--- config.mk ---
export PLATFORM = sky130hd
export DESIGN_NAME = rca_multiword_add_ctrl
export DESIGN_NICKNAME = d
export VERILOG_FILES = /design/src/rtl/rca_multiword_add_ctrl.sv
export SDC_FILE = /design/constraint.sdc
export NUM_CORES = 1
export LEC_CHECK = 0
export CAP_MARGIN = 0
export CORE_ASPECT_RATIO = 0.9
export CORE_MARGIN = 10
export CORE_UTILIZATION = 50
export CTS_CLUSTER_SIZE = 28
export DETAILED_ROUTE_END_ITERATION = 8
export PLACE_DENSITY = 0.8
export SYNTH_ARGS = -nofsm -noshare
export SYNTH_HDL_FRONTEND = slang
export SYNTH_SLANG_ARGS = --single-unit
--- constraint.sdc ---
create_clock -name clk -period 10.1 [get_ports clk]
set_clock_uncertainty 0.15 [all_clocks]
set_input_delay 2.02 -clock clk [delete_from_list [all_inputs] [get_ports clk]]
set_output_delay 2.02 -clock clk [all_outputs]
set_load 0.1 [all_outputs]
--- src/rtl/rca_multiword_add_ctrl.sv ---
// rca_multiword_add_ctrl
//   Performs one (NWORDS*WIDTH)-bit unsigned addition by reusing a single WIDTH-bit ripple-carry
//   slice over NWORDS cycles, least-significant word first, with the carry registered between
//   words. Operands arrive on a valid/ready handshake; the result leaves on a second one.
//
// Ports
//   clk        rising-edge clock
//   rst_n      synchronous active-low reset
//   in_valid   operand request
//   in_ready   block can accept an operand set (IDLE)
//   in_a/in_b  W-bit operands, in_cin carry into word 0
//   out_valid  result available (DONE)
//   out_ready  consumer accepts the result
//   out_sum    A + B + cin modulo 2^W
//   out_cout   carry out of the most significant word
//   busy       high in RUN or DONE
module rca_multiword_add_ctrl #(
  parameter int unsigned WIDTH  = 8,
  parameter int unsigned NWORDS = 4
) (
  input  logic                      clk,
  input  logic                      rst_n,
  input  logic                      in_valid,
  output logic                      in_ready,
  input  logic [WIDTH*NWORDS-1:0]   in_a,
  input  logic [WIDTH*NWORDS-1:0]   in_b,
  input  logic                      in_cin,
  output logic                      out_valid,
  input  logic                      out_ready,
  output logic [WIDTH*NWORDS-1:0]   out_sum,
  output logic                      out_cout,
  output logic                      busy
);

  localparam int unsigned W       = WIDTH * NWORDS;
  localparam int unsigned IdxW    = (NWORDS > 1) ? $clog2(NWORDS) : 1;
  localparam logic [IdxW-1:0] LastIdx = IdxW'(NWORDS - 1);

  typedef enum logic [1:0] {StIdle, StRun, StDone} state_e;

  state_e            state_q;
  logic [IdxW-1:0]   idx_q;
  logic              carry_q;
  logic [W-1:0]      op_a_q;
  logic [W-1:0]      op_b_q;

  logic [WIDTH-1:0]  slice_a;
  logic [WIDTH-1:0]  slice_b;
  logic [WIDTH-1:0]  slice_sum;
  logic [WIDTH:0]    chain;

  // Shared ripple-carry slice: operand word idx plus the registered carry.
  always_comb begin
    slice_a   = op_a_q[idx_q*WIDTH +: WIDTH];
    slice_b   = op_b_q[idx_q*WIDTH +: WIDTH];
    slice_sum = '0;
    chain     = '0;
    chain[0]  = carry_q;
    for (int i = 0; i < WIDTH; i++) begin
      slice_sum[i] = slice_a[i] ^ slice_b[i] ^ chain[i];
      chain[i+1]   = (slice_a[i] & slice_b[i]) | (chain[i] & (slice_a[i] ^ slice_b[i]));
    end
  end

  always_ff @(posedge clk) begin
    if (!rst_n) begin
      state_q  <= StIdle;
      idx_q    <= '0;
      carry_q  <= 1'b0;
      op_a_q   <= '0;
      op_b_q   <= '0;
      out_sum  <= '0;
      out_cout <= 1'b0;
    end else begin
      case (state_q)
        StIdle: begin
          if (in_valid) begin
            op_a_q  <= in_a;
            op_b_q  <= in_b;
            carry_q <= in_cin;
            idx_q   <= '0;
            out_sum <= '0;
            state_q <= StRun;
          end
        end
        StRun: begin
          out_sum[idx_q*WIDTH +: WIDTH] <= slice_sum;
          carry_q <= chain[WIDTH];
          if (idx_q == LastIdx) begin
            out_cout <= chain[WIDTH];
            state_q  <= StDone;
          end else begin
            idx_q <= idx_q + 1'b1;
          end
        end
        StDone: begin
          if (out_ready) state_q <= StIdle;
        end
        default: state_q <= StIdle;
      endcase
    end
  end

  // Handshake outputs depend on state only, never on the request inputs.
  assign in_ready  = (state_q == StIdle);
  assign out_valid = (state_q == StDone);
  assign busy      = (state_q == StRun) || (state_q == StDone);

endmodule

Word level (Yosys, flattened, before mapping)
Index checks and enable logic that the tools add are counted.

Flip-flop bits (word level): 102. Output and inout bits: 36. Input bits: 69. Word-level logic and storage cells: 80.

Equality and inequality tests: 7. Bitwise operators: 40. Multiplexer cells: 12. Shifts and indexed selects: 4. Reduce and logical (&&, ||, !) cells: 8. $add $sub $neg: 2.

Operator list (number): case mux 32 bit (2 select lines) (1); indexed part select 32 x 6 -> 8 bit (2); negation 5 -> 34 bit (1); variable shift 8 x 34 -> 32 bit (first input constant) (1); indexed part select 8 x 34 -> 32 bit (1); bitwise mux 32 bit (1); 2-to-1 mux 32 bit (1); bitwise AND 1 bit (16); bitwise XOR 1 bit (16); 2-to-1 mux 2 bit (5); OR 1 bit (8); != test 2 bit (second input constant) (3); case mux 2 bit (3 select lines) (1); AND reduction 2 bit (3); AND reduction 3 bit (2); == test 2 bit (second input constant) (2); case mux 2 bit (2 select lines) (1); adder 2 x 1 -> 2 bit (second input constant) (1); == test 2 x 1 -> 1 bit (second input constant) (1); zero test 2 bit (1); != test 2 x 1 -> 1 bit (second input constant) (1); case mux 1 bit (2 select lines) (1); nonzero test 2 bit (1); logical OR 1 bit (1); 2-to-1 mux 1 bit (1).

Depth between registers and ports, before layout
Word-level depth: 20. Gate-level depth with buffers: 17. Mapped depth without buffers: 15.

Worst setup path before layout
No wires, ideal clock.

Kind: reg2reg. Start point: register idx_q[1]. End point: register out_sum[31]. Cell stages (with the launch flop): 18. Data required time: 9822 ps. Setup slack: 5582 ps. Arrival: 4240 ps. Buffers on the path: 2. Cells stage by stage: dfxtp_1 clkbuf_1 buf_2 mux4_2 inv_1 fa_1 fa_1 fa_1 fa_1 fa_1 inv_1 fa_1 inv_1 fa_1 inv_1 fa_1 nand2_1 o41ai_1.

Word-level cells in the longest chain between the ends: 20.

RTL lines: from (decl) (line 42) `logic [IdxW-1:0] idx_q;`; from (signal assigned) (line 93) `idx_q <= idx_q + 1'b1;`; indexed part select 32 x 6 -> 8 bit, on equally long branches (line 54, 55); bitwise XOR 1 bit (line 60, 61); bitwise AND 1 bit (line 61) `chain[i+1] = (slice_a[i] & slice_b[i]) | (chain[i] & (slice_a[i] ^ slice_b[i]));`; OR 1 bit (line 61); bitwise AND 1 bit (line 61); OR 1 bit (line 61); bitwise AND 1 bit (line 61); OR 1 bit (line 61); [... 4 more ...]; bitwise AND 1 bit (line 61); OR 1 bit (line 61); bitwise AND 1 bit (line 61); OR 1 bit (line 61); bitwise XOR 1 bit (line 60) `slice_sum[i] = slice_a[i] ^ slice_b[i] ^ chain[i];`; indexed part select 8 x 34 -> 32 bit (line 87) `out_sum[idx_q*WIDTH +: WIDTH] <= slice_sum;`; bitwise mux 32 bit (*) (line 87); case mux 32 bit (2 select lines) (*) (line 75) `case (state_q)`; to (signal, indexed assignment) (line 87); to (decl) (line 30) `output logic [WIDTH*NWORDS-1:0] out_sum,`.

Mark *: on every way between the ends. The rest lies on a longest branch, timed or not. A chain may end at the register's enable or synchronous reset.

Worst setup path in the final report
Ends and elaborated chain as after synthesis.

==> flow_metrics.tcl <==
set metrics [dict create \
    rsz0062_at_grt "false" \
    tightest_slew_ps 1125 \
    syn-cell-area_mm2 0.004544 \
    cp-end-kind "flip-flop" \
    synth_cell_types 33 \
    dpl_cell_area_mm2 0.005594 \
    clkTransAtPathRegs_ps 100 \
    port_buffers 104 \
    ys_warn_count 0 \
    fin_hold_ws_ps 310.9 \
    grt_pass1_vias 3950 \
    hold_viol_final 0 \
    pre_cts_ws_ps 5427 \
    postCtsSetupRepairBufs 0 \
    hold_path_startpoint "op_a_q[31]$_SDFFE_PN0P_" \
    finalInstanceArea_mm2 0.005808 \
    cts.sinks 102 \
    cp_data_required_time_ps 10200 \
    final.fill_count 753 \
    avgSynthCellArea_um2 8.946 \
    critPathMaxStageDelay_ps 630 \
    cts_resized 0 \
    routedWlPerCell_um 16.70 \
    drv_slew 0 \
    dieArea_mm2 0.01331 \
    finalSetupViolations 0 \
    gp_congestion 0.8399 \
    drive_gt1_share_pct 7.640 \
    clock_latency_ps 370 \
    reg2reg_setup_slack_ps 5380 \
    grtUsageTotal_pct 17.31 \
    wirelength_mm 11.83 \
    grt_pass1_wl_mm 19.39 \
    ir_drop_v 0.00009668 \
    power_mw 1.006 \
    dp_hpwl_mm 8.835 \
    io_pins 105 \
    power.leakage_nw 2.043 \
    holdPathStages 2 \
    r2r_cells 16 \
    clock-root-buffer "clkbuf_8" \
    fp.dieH_um 110.4 \
    r2r_end "out_sum[31]$_SDFFE_PN0P_" \
    critPathKind "flip-flop to flip-flop" \
    post-route-period-util_pct 46.68 \
    synthCells 508 \
    cp_max_fo 11 \
    antenna_cells 0 \
    core_area_mm2 0.008728 \
    drtIter0Drc 325 \
    cts_buffer_depth 2 \
    std_cell_rows 32 \
    antenna_found_initial 0 \
    grt_max_degree 68 \
    final_nets 668 \
    ys_ff_latch 102 \
    syn2layout_area_growth_pct 27.81 \
    setup_tns_ps 0 \
    globalRouteOverflowTotal 0 \
    synth_nets 592 \
    cpLargestDelayFamily "adder cells" \
    antenna_left 0 \
    hold_class "flip-flop to flip-flop" \
    drv_cap 0 \
    synth-seq-area-share_pct 44.93 \
    p_per_area_mw_per_mm2 173.2 \
    reg2reg_from "idx_q[1]$_SDFFE_PN0P_" \
    num_vias 3906 \
    worstPathArrival_ps 4820 \
    dr.pass1.iters 4 \
    timing.fmax_ghz 0.2121 \
    status "finished, final reports clean" \
    routed_via_density 5.517 \
    crit_path_start_kind "flip-flop" \
    cts_buffers 9 \
    cts_tree "built" \
    min_period_ps 4715 \
    cts_hold_buf 0 \
    crit_chain "buf_4 > mux4_2 > inv_1 > fa_1 > fa_1 > fa_1 > fa_1 > fa_1 > inv_1 > fa_1 > inv_1 > fa_1 > inv_1 > fa_1 > nand2_1 > o41ai_1" \
    htreeDepth 3 \
    drcViolationCount 0 \
    whs_endpoint "op_a_q[31]$_SDFFE_PN0P_" \
    die-width_um 120.5 \
    fin_ws_ps 5385 \
    cp_slowest_cell "dfxtp_1" \
    crit_top_cell "fa_1" \
    start_util_pct 52.06 \
    worst-path-buf-inv 5 \
    cp.depth 16 \
    maxSlewHeadroom_pct 24.70 \
]
## where the power goes
part	internal (mW)	leakage [nW]	switching, mW
clock	0.126	0.109	0.148
sequential	0.434	0.833	0.0178
combinational	0.100	1.10	0.180
## layer usage
| layer | part of all wire (%) | vias to the layer above | wire length (um) | GRT usage [%] |
|---|---|---|---|---|
| met2 | 49 | 122 | 5848 | 27.99 |
| li1 | - | 1909 | - | - |
| met5 | 0 | - | 0 | 0 |
| met4 | 1.3 | 0 | 155 | 4.320 |
| met3 | 6.6 | 17 | 786 | 5.338 |
| met1 | 43 | 1858 | 5035 | 21.88 |
## through the flow
stage          instances  utilization [%]
2_1_floorplan        508                -
3_3_place_gp         692            64.09
3_5_place_dp         692            64.09
4_1_cts              708            66.54
5_1_grt              708            66.54
6_report             708            66.54
## layout make-up
type / count / area [um2] / share of cell area [%]
Timing Repair Buffer: 108 / 1071 / 18.44
Clock buffer: 10 / 137.6 / 2.370
Tap cell: 119 / 148.9 / 2.564
Multi-Input combinational cell: 341 / 2250 / 38.73
Clock inverter: 6 / 76.32 / 1.314
Inverter: 22 / 82.58 / 1.422
Sequential cell: 102 / 2042 / 35.16
## worst max-delay path by stage
| stage | startpoint | endpoint | slack (ps) |
|---|---|---|---|
| 2_1_floorplan | idx_q[1]$_SDFFE_PN0P_ | out_sum[31]$_SDFFE_PN0P_ | 5580 |
| 3_3_place_gp | idx_q[1]$_SDFFE_PN0P_ | out_sum[31]$_SDFFE_PN0P_ | 5500 |
| 3_5_place_dp | idx_q[1]$_SDFFE_PN0P_ | out_sum[31]$_SDFFE_PN0P_ | 5430 |
| 4_1_cts | idx_q[1]$_SDFFE_PN0P_ | out_sum[31]$_SDFFE_PN0P_ | 5390 |
| 5_1_grt | idx_q[0]$_SDFFE_PN0P_ | out_sum[31]$_SDFFE_PN0P_ | 5150 |
| 6_report | idx_q[1]$_SDFFE_PN0P_ | out_sum[31]$_SDFFE_PN0P_ | 5380 |
## Yosys cell counts
master | instances | area [um2]
o311a_1 | 1 | 10.01
nand2_1 | 146 | 548.0
inv_1 | 21 | 78.83
nand2b_1 | 13 | 81.33
or3_1 | 1 | 6.260
nor2b_1 | 5 | 31.28
mux4_2 | 16 | 360.4
o211ai_1 | 24 | 180.2
or2_2 | 1 | 6.260
nand3_1 | 5 | 25.02
o32ai_1 | 1 | 8.760
and2b_1 | 1 | 7.510
o41ai_1 | 25 | 219.0
a221oi_1 | 1 | 8.760
o311ai_0 | 1 | 8.760
fa_1 | 8 | 160.2
mux2i_1 | 9 | 90.09
nor2_1 | 1 | 3.750
o31ai_1 | 2 | 15.01
a31oi_1 | 1 | 6.260
buf_1 | 10 | 37.54
and4bb_2 | 1 | 12.51
inv_2 | 1 | 3.750
or2_0 | 1 | 6.260
buf_2 | 13 | 65.06
nor2_2 | 1 | 6.260
and2_1 | 1 | 6.260
or2_1 | 1 | 6.260
clkbuf_1 | 20 | 75.07
dfxtp_1 | 102 | 2042
or4b_2 | 1 | 10.01
ha_1 | 7 | 87.58
a21oi_1 | 66 | 330.3
## worst register-to-register path, stage by stage (launching register included)
cell and delay [ps]:
dfxtp_1 630, buf_4 280, mux4_2 200, inv_1 50, fa_1 400, fa_1 390, fa_1 380, fa_1 380
fa_1 370, inv_1 70, fa_1 170, inv_1 60, fa_1 360, inv_1 70, fa_1 420, nand2_1 130
o41ai_1 90
## state kept, by name (all words and copies together), names as in the netlist
signal,count
op_b_q,32
carry_q,1
idx_q,2
out_sum,32
out_cout,1
state_q,2
op_a_q,32
## placed cells by master (no fill, tap or decap), types with 2 or more instances in the layout
cell / count
nand2_1: 145
clkdlybuf4s50_1: 104
dfxtp_1: 102
a21oi_1: 66
o41ai_1: 25
o211ai_1: 24
inv_1: 20
mux4_2: 16
nand2b_1: 13
clkbuf_8: 10
mux2i_1: 8
fa_1: 8
ha_1: 7
nor2b_1: 5
nand3_1: 5
buf_4: 4
inv_2: 2
o31ai_1: 2
clkinv_4: 2
inv_6: 2
## kinds of logic after synthesis
kind of cell	synth area share, %
AOI/OAI and AO/OA	17.32
adders and majority gates	5.451
buffers and inverters	5.727
DFF	44.93
muxes	9.912
and+or+nand+nor	16.66
No activity file was read; power rests on OpenSTA's default activity.
